**src/rtl/framebuffer_writer_pkg.sv**
```systemverilog
// Shared constants and types for the framebuffer stream writer.
// AXI response codes, burst type and the FSM state encoding.
package framebuffer_writer_pkg;

    localparam logic [1:0] RESP_OKAY   = 2'b00;
    localparam logic [1:0] RESP_SLVERR = 2'b10;
    localparam logic [1:0] RESP_DECERR = 2'b11;

    localparam logic [1:0] BURST_INCR  = 2'b01;

    localparam int unsigned BOUNDARY_4K = 4096;

    typedef enum logic [2:0] {
        IDLE,
        ADDR,
        DATA,
        RESP,
        DONE
    } state_t;

endpackage

```
**src/rtl/framebuffer_burst_planner.sv**
```systemverilog
// Burst length planner: min of max burst, beats left and room to the 4 KB page end.
// i_page_off is the low 12 bits of the (beat-aligned) burst start address.
module framebuffer_burst_planner
    import framebuffer_writer_pkg::*;
#(
    parameter int ADDR_WIDTH    = 32,
    parameter int BPB           = 8,
    parameter int MAX_BURST_LEN = 16
) (
    input  logic [11:0]           i_page_off,
    input  logic [ADDR_WIDTH-1:0] i_remaining,
    output logic [8:0]            o_len
);

    localparam int BPB_LG = $clog2(BPB);

    logic [12:0] w_room_bytes;
    logic [12:0] w_room_beats;

    always_comb begin
        w_room_bytes = 13'(BOUNDARY_4K) - {1'b0, i_page_off};
        w_room_beats = w_room_bytes >> BPB_LG;
        o_len        = 9'(MAX_BURST_LEN);
        if (i_remaining < ADDR_WIDTH'(o_len)) begin
            o_len = 9'(i_remaining);
        end
        if (w_room_beats < 13'(o_len)) begin
            o_len = 9'(w_room_beats);
        end
    end

endmodule

```
**src/rtl/framebuffer_stream_writer.sv**
```systemverilog
// Writes a framebuffer AXI-Stream transfer to memory via AXI4 INCR bursts.
// One burst in flight; stream data passes straight through to the W channel.
module framebuffer_stream_writer
    import framebuffer_writer_pkg::*;
#(
    parameter int DATA_WIDTH    = 64,
    parameter int STRB_WIDTH    = 8,
    parameter int ADDR_WIDTH    = 32,
    parameter int MAX_BURST_LEN = 16,
    parameter int ID_WIDTH      = 4
) (
    input  logic                      aclk,
    input  logic                      resetn,
    input  logic                      s_axis_tvalid,
    output logic                      s_axis_tready,
    input  logic                      s_axis_tlast,
    input  logic [DATA_WIDTH-1:0]     s_axis_tdata,
    input  logic [STRB_WIDTH-1:0]     s_axis_tstrb,
    input  logic                      s_tstart,
    input  logic [ADDR_WIDTH-1:0]     s_taddr,
    input  logic [ADDR_WIDTH-1:0]     s_tbytes,
    output logic                      s_tdone,
    output logic [ID_WIDTH-1:0]       m_axi_awid,
    output logic [ADDR_WIDTH-1:0]     m_axi_awaddr,
    output logic [7:0]                m_axi_awlen,
    output logic [2:0]                m_axi_awsize,
    output logic [1:0]                m_axi_awburst,
    output logic                      m_axi_awvalid,
    input  logic                      m_axi_awready,
    output logic [DATA_WIDTH-1:0]     m_axi_wdata,
    output logic [DATA_WIDTH/8-1:0]   m_axi_wstrb,
    output logic                      m_axi_wlast,
    output logic                      m_axi_wvalid,
    input  logic                      m_axi_wready,
    input  logic [ID_WIDTH-1:0]       m_axi_bid,
    input  logic [1:0]                m_axi_bresp,
    input  logic                      m_axi_bvalid,
    output logic                      m_axi_bready,
    output logic                      error
);

    localparam int BPB    = DATA_WIDTH / 8;
    localparam int BPB_LG = $clog2(BPB);
    localparam int SUB    = DATA_WIDTH / STRB_WIDTH / 8;

    state_t                  r_state;
    state_t                  w_next;
    logic [ADDR_WIDTH-1:0]   r_addr;
    logic [ADDR_WIDTH-1:0]   r_remaining;
    logic [8:0]              r_cnt;
    logic [8:0]              r_len;
    logic                    r_armed;
    logic                    r_error;
    logic                    r_pad;

    logic [ADDR_WIDTH:0]     w_bytes_up;
    logic [ADDR_WIDTH-1:0]   w_beats_total;
    logic [8:0]              w_len;
    logic [BPB-1:0]          w_strb_exp;
    logic                    w_start;
    logic                    w_in_data;
    logic                    w_whs;
    logic                    w_bhs;
    logic                    w_last_beat;
    logic                    w_unused_bid;

    assign w_unused_bid  = ^m_axi_bid;
    assign w_bytes_up    = {1'b0, s_tbytes} + (ADDR_WIDTH+1)'(BPB - 1);
    assign w_beats_total = ADDR_WIDTH'(w_bytes_up >> BPB_LG);

    framebuffer_burst_planner #(
        .ADDR_WIDTH    (ADDR_WIDTH),
        .BPB           (BPB),
        .MAX_BURST_LEN (MAX_BURST_LEN)
    ) u_planner (
        .i_page_off  (r_addr[11:0]),
        .i_remaining (r_remaining),
        .o_len       (w_len)
    );

    for (genvar i = 0; i < BPB; i++) begin : g_strb
        assign w_strb_exp[i] = s_axis_tstrb[i / SUB];
    end

    assign w_start     = (r_state == IDLE) && s_tstart && r_armed;
    assign w_in_data   = (r_state == DATA);
    assign w_last_beat = (r_remaining == ADDR_WIDTH'(1));

    assign m_axi_awid    = '0;
    assign m_axi_awaddr  = r_addr;
    assign m_axi_awlen   = 8'(w_len - 9'd1);
    assign m_axi_awsize  = 3'(BPB_LG);
    assign m_axi_awburst = BURST_INCR;
    assign m_axi_awvalid = (r_state == ADDR);

    assign m_axi_wvalid  = w_in_data && (r_pad || s_axis_tvalid);
    assign s_axis_tready = w_in_data && m_axi_wready && !r_pad;
    assign m_axi_wdata   = s_axis_tdata;
    assign m_axi_wstrb   = r_pad ? '0 : w_strb_exp;
    assign m_axi_wlast   = (r_cnt == 9'd1);
    assign m_axi_bready  = (r_state == RESP);
    assign s_tdone       = (r_state == DONE);
    assign error         = r_error;

    assign w_whs = m_axi_wvalid && m_axi_wready;
    assign w_bhs = m_axi_bready && m_axi_bvalid;

    always_ff @(posedge aclk or negedge resetn) begin
        if (!resetn) begin
            r_state <= IDLE;
        end else begin
            r_state <= w_next;
        end
    end

    always_comb begin
        w_next = r_state;
        unique case (r_state)
            IDLE: begin
                if (w_start) begin
                    w_next = (w_beats_total == '0) ? DONE : ADDR;
                end
            end
            ADDR: begin
                if (m_axi_awready) w_next = DATA;
            end
            DATA: begin
                if (w_whs && r_cnt == 9'd1) w_next = RESP;
            end
            RESP: begin
                if (m_axi_bvalid) begin
                    w_next = (r_remaining == '0) ? DONE : ADDR;
                end
            end
            DONE:    w_next = IDLE;
            default: w_next = IDLE;
        endcase
    end

    always_ff @(posedge aclk or negedge resetn) begin
        if (!resetn) begin
            r_addr      <= '0;
            r_remaining <= '0;
            r_cnt       <= '0;
            r_len       <= '0;
            r_armed     <= 1'b1;
            r_error     <= 1'b0;
            r_pad       <= 1'b0;
        end else begin
            if (w_start) begin
                r_armed <= 1'b0;
            end else if (!s_tstart) begin
                r_armed <= 1'b1;
            end
            if (w_start) begin
                r_addr      <= s_taddr;
                r_remaining <= w_beats_total;
                r_error     <= 1'b0;
                r_pad       <= 1'b0;
            end
            if (r_state == ADDR && m_axi_awready) begin
                r_cnt <= w_len;
                r_len <= w_len;
            end
            // Early tlast pads out the transfer; a missing tlast only flags.
            if (w_whs) begin
                r_cnt       <= r_cnt - 9'd1;
                r_remaining <= r_remaining - ADDR_WIDTH'(1);
                if (!r_pad) begin
                    if (s_axis_tlast && !w_last_beat) begin
                        r_error <= 1'b1;
                        r_pad   <= 1'b1;
                    end else if (!s_axis_tlast && w_last_beat) begin
                        r_error <= 1'b1;
                    end
                end
            end
            if (w_bhs) begin
                if (m_axi_bresp != RESP_OKAY) r_error <= 1'b1;
                r_addr <= r_addr + (ADDR_WIDTH'(r_len) << BPB_LG);
            end
        end
    end

endmodule

```
**config.mk**
```make
export PLATFORM = sky130hd
export DESIGN_NAME = framebuffer_stream_writer
export DESIGN_NICKNAME = d
export VERILOG_FILES = /design/src/rtl/framebuffer_writer_pkg.sv /design/src/rtl/framebuffer_burst_planner.sv /design/src/rtl/framebuffer_stream_writer.sv
export SDC_FILE = /design/constraint.sdc
export NUM_CORES = 1
export LEC_CHECK = 0
export CAP_MARGIN = 20
export CORE_AREA = 2 2 113 136
export DETAILED_ROUTE_END_ITERATION = 8
export DIE_AREA = 0 0 115 138
export PLACE_DENSITY = 0.86
export SLEW_MARGIN = 20
export SYNTH_ARGS = -nofsm -noshare
export SYNTH_HDL_FRONTEND = slang
export SYNTH_SLANG_ARGS = --single-unit
```
**constraint.sdc**
```tcl
create_clock -name aclk -period 10.01 [get_ports aclk]
set_input_delay 2.002 -clock aclk [delete_from_list [all_inputs] [get_ports aclk]]
set_output_delay 2.002 -clock aclk [all_outputs]
set_load 0.02 [all_outputs]
```
==> key figures, run 1 <==
Outcome
  – Status: completed

Logic synthesis
  – Number of enable flip-flop cells after synthesis: 0
  – Part of the Yosys area used for sequential elements: 32.18%
  – Number of standard cells after synthesis: 822
  – Count of warnings emitted by yosys: 0
  – Async set or reset register ratio after synthesis: 100.0%
  – Count leader, synth: sky130_fd_sc_hd__nand2_1
  – Mapped Area: 0.006847 mm^2
  – Avg Synthesized Cell Area: 8.329 um^2
  – Number of distinct library cells after synthesis: 74
  – Most used DFF post-synth: sky130_fd_sc_hd__dfrtp_1
  – Biggest area consumer among synthesized cells: sky130_fd_sc_hd__dfrtp_1
  – Most frequent cells after synthesis: sky130_fd_sc_hd__nand2_1, sky130_fd_sc_hd__dfrtp_1, sky130_fd_sc_hd__buf_4, sky130_fd_sc_hd__nor2_1, sky130_fd_sc_hd__o21ai_0
  – Share of the synthesized area in the top cell type: 31.80%
  – Top post-synthesis cells by area: sky130_fd_sc_hd__dfrtp_1, sky130_fd_sc_hd__buf_4, sky130_fd_sc_hd__nand2_1
  – Synthesis-stage register bit count: 88

Worst setup path
  – Critical Path Fanout Max: 15
  – Data required time at the worst endpoint: 8010 ps
  – R2R depth: 13
  – Worst setup path class: flop to output port
  – Type of destination of the critical path: output port
  – Critical path arrival: 5910 ps
  – Category of the worst setup path launch point: flop

Floorplan
  – Core Region: 0.01471 mm^2
  – Die Footprint: 0.01587 mm^2
  – Overall die height: 138 um
  – Num rows: 49
  – Initial Util: 46.53%
  – Number of top-level design ports: 278
  – Horizontal extent of the die: 115 um

Power and ir drop
  – Comb pwr share: 55.9%
  – Static Leak: 3.150 nW
  – Net switching share of the total power: 45.86%
  – Final total power: 0.002334 W
  – Relative contribution of the clock network to total power: 13.5%
  – Internal power contribution: 0.001263 W
  – Relative contribution of sequential cells to total power: 30.6%
  – Pwr per Cell Area: 287.7 mW/mm^2
  – Switching power: 0.001070 W
  – Largest voltage drop on the vdd net: 0.1038 mV

Detailed routing
  – Via/cell ratio: 6.043
  – Post-detailed-route count of antenna-violating nets: 0
  – Average wire per standard cell: 17.33 um
  – Aggregate routed wire length: 18500 um
  – Count of TritonRoute iterations in the first routing pass: 5
  – Detailed-route via count: 6448
  – Number of design rule violations left after detail routing: 0
  – Violation count after the first detailed-route iteration: 453

Place
  – Total half-perimeter wirelength after legalization and detailed placement: 13770 um
  – Final GP Congestion: 0.8998
  – Quantity of I/O buffers inserted on ports: 136
  – Number of placed instances with taps included: 1051

CTS
  – Hold buffer count at CTS: 0
  – Longest Clk Path Bufs: 2
  – CTS-repair resized insts: 0
  – Clock latency on the worst-skew pair: 350 ps
  – Buffers inserted during post-CTS setup optimization: 0
  – Number of clock buffers inserted by TritonCTS: 9
  – Clock tree from TritonCTS: done
  – Number of sinks handled by clock tree synthesis: 88
  – Cell at the root of the clock tree: sky130_fd_sc_hd__clkbuf_16
  – Clock-pin slew on the worst setup and hold paths: 60 ps
  – H-Tree Level Count: 3

Timing
  – Post-layout min period: 7913 ps
  – Remaining max-slew budget at the tightest pin: 25.79%
  – Measured slew at the worst slew-check pin: 1109 ps
  – Final hold violation count: 0
  – Count of final max-slew check failures: 0
  – Post-route clock skew: 7.356 ps
  – Top achievable clock speed: 126.4 MHz
  – Final number of setup-violating endpoints: 0
  – Final Cycle Share: 79.05%
  – Unrepaired setup endpoints after global routing: false
  – Sum of negative setup slack: 0 ps

GRT
  – Tot GR Track Use: 23.45%
  – Initial antenna violation count: 0
  – Number of global-route vias before repair: 6249
  – Global route overflow: 0
  – Global-route wire length before repair: 30340 um
  – Largest net degree at the start of global routing: 60

Cells and area
  – Final cell count without fillers: 1067
  – Net count of the finished layout: 1056
  – Antenna diode instance count: 0
  – Synth-to-layout area growth: 18.49%
  – Layout cell share with drive strength beyond 1: 5.174%

Job
  – Max_cap viols: 0

Min path
  – Hold-critical path depth: 1
  – Path category of the worst min-delay check: flop to flop
==> cell families (layout without fill, tap and decap cells) <==
kind of cell               count (synthesis)  in the layout  synth area share (%)
and+or+nand+nor                          312            312                 22.84
AOI/OAI and AO/OA                        208            208                 21.18
buffers and inverters                    131            187                 11.29
DFF                                       88             88                 32.18
xor gates and xnor gates                  46             46                 5.885
adders and majority gates                 23             23                 4.295
muxes                                     12             12                 2.211
other                                      2             13                0.1097
==> registers in the layout, summed over array words and instances (netlist names) <==
signal / flops
r_state: 3
m_axi_awaddr: 32
r_remaining: 32
r_armed: 1
error: 1
r_len: 9
r_cnt: 9
r_pad: 1
==> stage by stage <==
stage | hold WS [ps] | utilization [%] | area (um^2) | setup slack, ps
floorplan | 441.5 | - | 6888 | 3713
global placement | 457.5 | 53.33 | 7848 | 2682
global route | 516.0 | 55.14 | 8113 | 1721
finish | 488.3 | 55.14 | 8113 | 2097
detailed placement | 471.4 | 53.33 | 7848 | 2621
CTS | 481.8 | 55.14 | 8113 | 2174
==> layout make-up <==
| class | count | area [um^2] |
|---|---|---|
| fillers | 1343 | 6601 |
| multi-input cells | 614 | 3913 |
| flip-flops and latches | 88 | 2203 |
| repair buffers | 141 | 1396 |
| clock buffers | 10 | 229.0 |
| well taps | 178 | 222.7 |
| inverters | 30 | 112.6 |
| clock inverters | 6 | 36.28 |
==> power groups by stage <==
stage / logic, W / clock network, W / registers (W)
after global routing: 0.00143 / 0.000334 / 0.000742
after floorplan: 0.000833 / 0 / 0.000730
final: 0.00130 / 0.000316 / 0.000714
after detailed placement: 0.00130 / 0 / 0.000713
after CTS: 0.00131 / 0.000319 / 0.000709
after global placement: 0.00126 / 0 / 0.000704
==> worst paths after layout <==
path	startpoint	to	slack, ps
worst max-delay path	r_remaining[16]	m_axi_awlen[6]	2100
worst min-delay path	r_remaining[31]	r_remaining[31]	490
worst max register to register	r_remaining[16]	r_cnt[0]	5460
worst min register to register	r_remaining[31]	r_remaining[31]	490
max in group asynchronous	resetn	r_remaining[14]	7320
min in group asynchronous	resetn	m_axi_awaddr[27]	1580
==> metal layers <==
metal	vias to the layer above	routed length, um	part of all wire, %	global-route usage [%]
li1	3049	-	-	-
met1	3077	7411	40	29.07
met2	250	9305	50	39.75
met3	72	1077	5.8	3.332
met4	0	702	3.8	11.16
met5	-	0	0	0
==> cell usage in the layout, fill, tap and decap left out, drive strengths merged, types with 5 or more instances in the layout <==
| cell type | count |
|---|---|
| a21oi | 37 |
| nand3 | 30 |
| or3 | 16 |
| buf | 6 |
| mux2i | 7 |
| inv | 30 |
| xnor2 | 25 |
| dfrtp | 87 |
| nor2 | 50 |
| o221ai | 6 |
| nor4 | 16 |
| clkbuf | 10 |
| a31oi | 6 |
| a22oi | 13 |
| clkinv | 5 |
| ha | 21 |
| nor3 | 22 |
| xor2 | 21 |
| mux2 | 5 |
| nand2 | 102 |
| conb | 13 |
| or4 | 10 |
| o311ai | 21 |
| nor2b | 14 |
| clkdlybuf4s50 | 135 |
| o22ai | 5 |
| o211ai | 26 |
| and2 | 8 |
| o21ai | 52 |
| and3 | 16 |
| nand4 | 7 |
==> worst max-delay path, cell delays in order, from the launching register on <==
cell and delay, ps:
sky130_fd_sc_hd__dfrtp_1 420, sky130_fd_sc_hd__nor4_1 670, sky130_fd_sc_hd__nand4b_1 330, sky130_fd_sc_hd__nor2_1 450
sky130_fd_sc_hd__and2_1 270, sky130_fd_sc_hd__inv_1 60, sky130_fd_sc_hd__ha_1 270, sky130_fd_sc_hd__o2111ai_1 140
sky130_fd_sc_hd__nor3_1 110, sky130_fd_sc_hd__a221oi_2 310, sky130_fd_sc_hd__o21ai_2 120, sky130_fd_sc_hd__a41oi_4 640
sky130_fd_sc_hd__mux2_2 470, sky130_fd_sc_hd__ha_1 240, sky130_fd_sc_hd__inv_1 120, sky130_fd_sc_hd__nor3_1 70
sky130_fd_sc_hd__o22ai_1 230, sky130_fd_sc_hd__clkdlybuf4s50_1 640
Note: power is estimated with default switching activity, not from simulation.
==> run 2: changes to the inputs <==
Settings changed: CORE_AREA 2 2 113 136 to 2 2 117 142, DIE_AREA 0 0 115 138 to 0 0 119 144, PLACE_DENSITY 0.86 to 0.81.
Clock period 10.01 ns to 7.9 ns, I/O delays scaled along.
==> key figures, run 2 (synthesis gave the netlist of run 1 again) <==
Outcome
  – Status: completed

Worst setup path
  – Peak per-stage delay on the critical path: 640 ps
  – Data required time at the worst endpoint: 6320 ps
  – Sequence of cells on the critical path: nor4_1, nand4b_1, nor2_1, and2_1, inv_1, ha_1, o2111ai_1, nor3_1, a221oi_2, o21ai_2, a41oi_4, mux2_2, ha_1, inv_1, a21oi_1, a22oi_1, clkdlybuf4s50_1
  – Worst setup path class: flop to output port
  – Category of the worst setup path launch point: flop
  – Critical Path Fanout Max: 8
  – Critical path arrival: 5530 ps
  – Dominant delay contributor by cell family on the critical path: simple AND/OR/NAND/NOR gates
  – Type of destination of the critical path: output port
  – Library cell contributing the largest single delay on the critical path: sky130_fd_sc_hd__nor4_1
  – Buffers and inverters on the worst path: 3

Place
  – Final GP Congestion: 0.8732
  – Total half-perimeter wirelength after legalization and detailed placement: 13650 um
  – Number of placed instances with taps included: 1086
  – Cell Area, Placed: 0.007898 mm^2
  – Quantity of I/O buffers inserted on ports: 136

Timing
  – Final number of setup-violating endpoints: 0
  – Top achievable clock speed: 140.7 MHz
  – Final hold violation count: 0
  – Post-route clock skew: 10.26 ps
  – Remaining max-slew budget at the tightest pin: 33.77%
  – Post-layout min period: 7106 ps
  – Measured slew at the worst slew-check pin: 993.4 ps
  – Sum of negative setup slack: 0 ps
  – Unrepaired setup endpoints after global routing: false
  – Count of final max-slew check failures: 0
  – Final Cycle Share: 89.95%

Detailed routing
  – Post-detailed-route count of antenna-violating nets: 0
  – Count of TritonRoute iterations in the first routing pass: 5
  – Via/cell ratio: 5.817
  – Aggregate routed wire length: 18400 um
  – Detailed-route via count: 6416
  – Number of design rule violations left after detail routing: 0
  – Average wire per standard cell: 16.68 um
  – Violation count after the first detailed-route iteration: 385

Min path
  – Path category of the worst min-delay check: flop to flop

Floorplan
  – Die Footprint: 0.01714 mm^2
  – Horizontal extent of the die: 119 um
  – Initial Util: 43.09%
  – Num rows: 51
  – Core Region: 0.01589 mm^2
  – Overall die height: 144 um
  – Number of top-level design ports: 278

Cells and area
  – Layout cell share with drive strength beyond 1: 5.387%
  – Synth-to-layout area growth: 20.16%
  – Leading cell type in the layout, fill and taps excluded: sky130_fd_sc_hd__clkdlybuf4s50_1
  – Commonest cells after routing, fill and taps aside: sky130_fd_sc_hd__clkdlybuf4s50_1, sky130_fd_sc_hd__nand2_1, sky130_fd_sc_hd__dfrtp_1
  – Number of fillers in the final layout: 1430
  – Net count of the finished layout: 1058
  – Final cell count without fillers: 1103
  – Final std cell area, no fill: 0.008227 mm^2
  – Share of the core filled with cells in the final layout: 51.78%
  – Antenna diode instance count: 0

CTS
  – Clock tree from TritonCTS: done
  – Cell at the root of the clock tree: sky130_fd_sc_hd__clkbuf_16
  – Longest Clk Path Bufs: 2
  – Number of sinks handled by clock tree synthesis: 88
  – Clock-pin slew on the worst setup and hold paths: 60 ps
  – Hold buffer count at CTS: 0
  – Buffers inserted during post-CTS setup optimization: 0
  – Clock latency on the worst-skew pair: 340 ps
  – Number of clock buffers inserted by TritonCTS: 9
  – CTS-repair resized insts: 0
  – H-Tree Level Count: 3

Power and ir drop
  – Pwr per Cell Area: 369.0 mW/mm^2
  – Static Leak: 3.187 nW
  – Largest voltage drop on the vdd net: 0.1421 mV

GRT
  – Initial antenna violation count: 0
  – Number of global-route vias before repair: 6163
  – Largest net degree at the start of global routing: 77
  – Global route overflow: 0
  – Tot GR Track Use: 21.27%
  – Global-route wire length before repair: 29750 um

Job
  – Max_cap viols: 0
[run 2: cell types whose count changed in the layout (fill, tap and decap cells not counted), sizes merged]
cell      change
inv           +1
clkinv        -3
clkinvlp      -1
clkbuf        +1
bufinv        +2
buf           +2
[run 2: area by class of cell]
class	instances	area, um^2	share of cell area, %
clock buffers	11	242.7	2.951
clock inverters	5	78.83	0.9582
inverters	30	112.6	1.369
multi-input cells	614	3913	47.56
flip-flops and latches	88	2203	26.78
well taps	212	265.3	3.224
repair buffers	143	1411	17.16
[run 2: worst reg2reg max path, cell delays in order, from the launching register on]
cell and delay (ps):
sky130_fd_sc_hd__dfrtp_1 410, sky130_fd_sc_hd__nor4_1 640, sky130_fd_sc_hd__nand4b_1 330, sky130_fd_sc_hd__nor2_1 460, sky130_fd_sc_hd__and2_1 260, sky130_fd_sc_hd__inv_1 60
sky130_fd_sc_hd__ha_1 270, sky130_fd_sc_hd__o2111ai_1 140, sky130_fd_sc_hd__nor3_1 120, sky130_fd_sc_hd__a221oi_2 320, sky130_fd_sc_hd__o21ai_2 130, sky130_fd_sc_hd__a41oi_4 370
sky130_fd_sc_hd__buf_4 270, sky130_fd_sc_hd__mux2_2 390, sky130_fd_sc_hd__o21ai_0 170
[run 2: per-layer routing]
layer	wire length, um	vias to the layer above	GRT usage [%]
met5	0	-	0
met4	797	0	11.03
met3	820	72	2.248
met2	9184	209	37.69
met1	7600	3078	25.61
li1	-	3057	-
[run 2: final timing paths]
path	startpoint	end	depth (start not counted)	slack, ps
min reg2reg	r_remaining[31]	r_remaining[31]	1	480
max in group asynchronous	resetn	r_remaining[28]	2	5580
min in group asynchronous	resetn	m_axi_awaddr[29]	1	1080
max	r_remaining[16]	m_axi_awlen[4]	17	790
max reg2reg	r_remaining[16]	r_len[4]	14	3480
min	r_remaining[31]	r_remaining[31]	1	480
[run 2: power by group]
part           switching, W  internal, W
Sequential         0.000255     0.000651
Clock              0.000184     0.000286
Combinational      0.000913     0.000746
Total               0.00135      0.00168
[run 2: metrics by stage]
step	hold WS, ps	setup slack (ps)	total power, W
final	484.1	793.7	0.003035
after global routing	506.3	439.1	0.003240
after CTS	483.3	823.3	0.003030
after detailed placement	470.0	1255	0.002552
after global placement	455.8	1295	0.002499
after floorplan	441.5	2025	0.001981
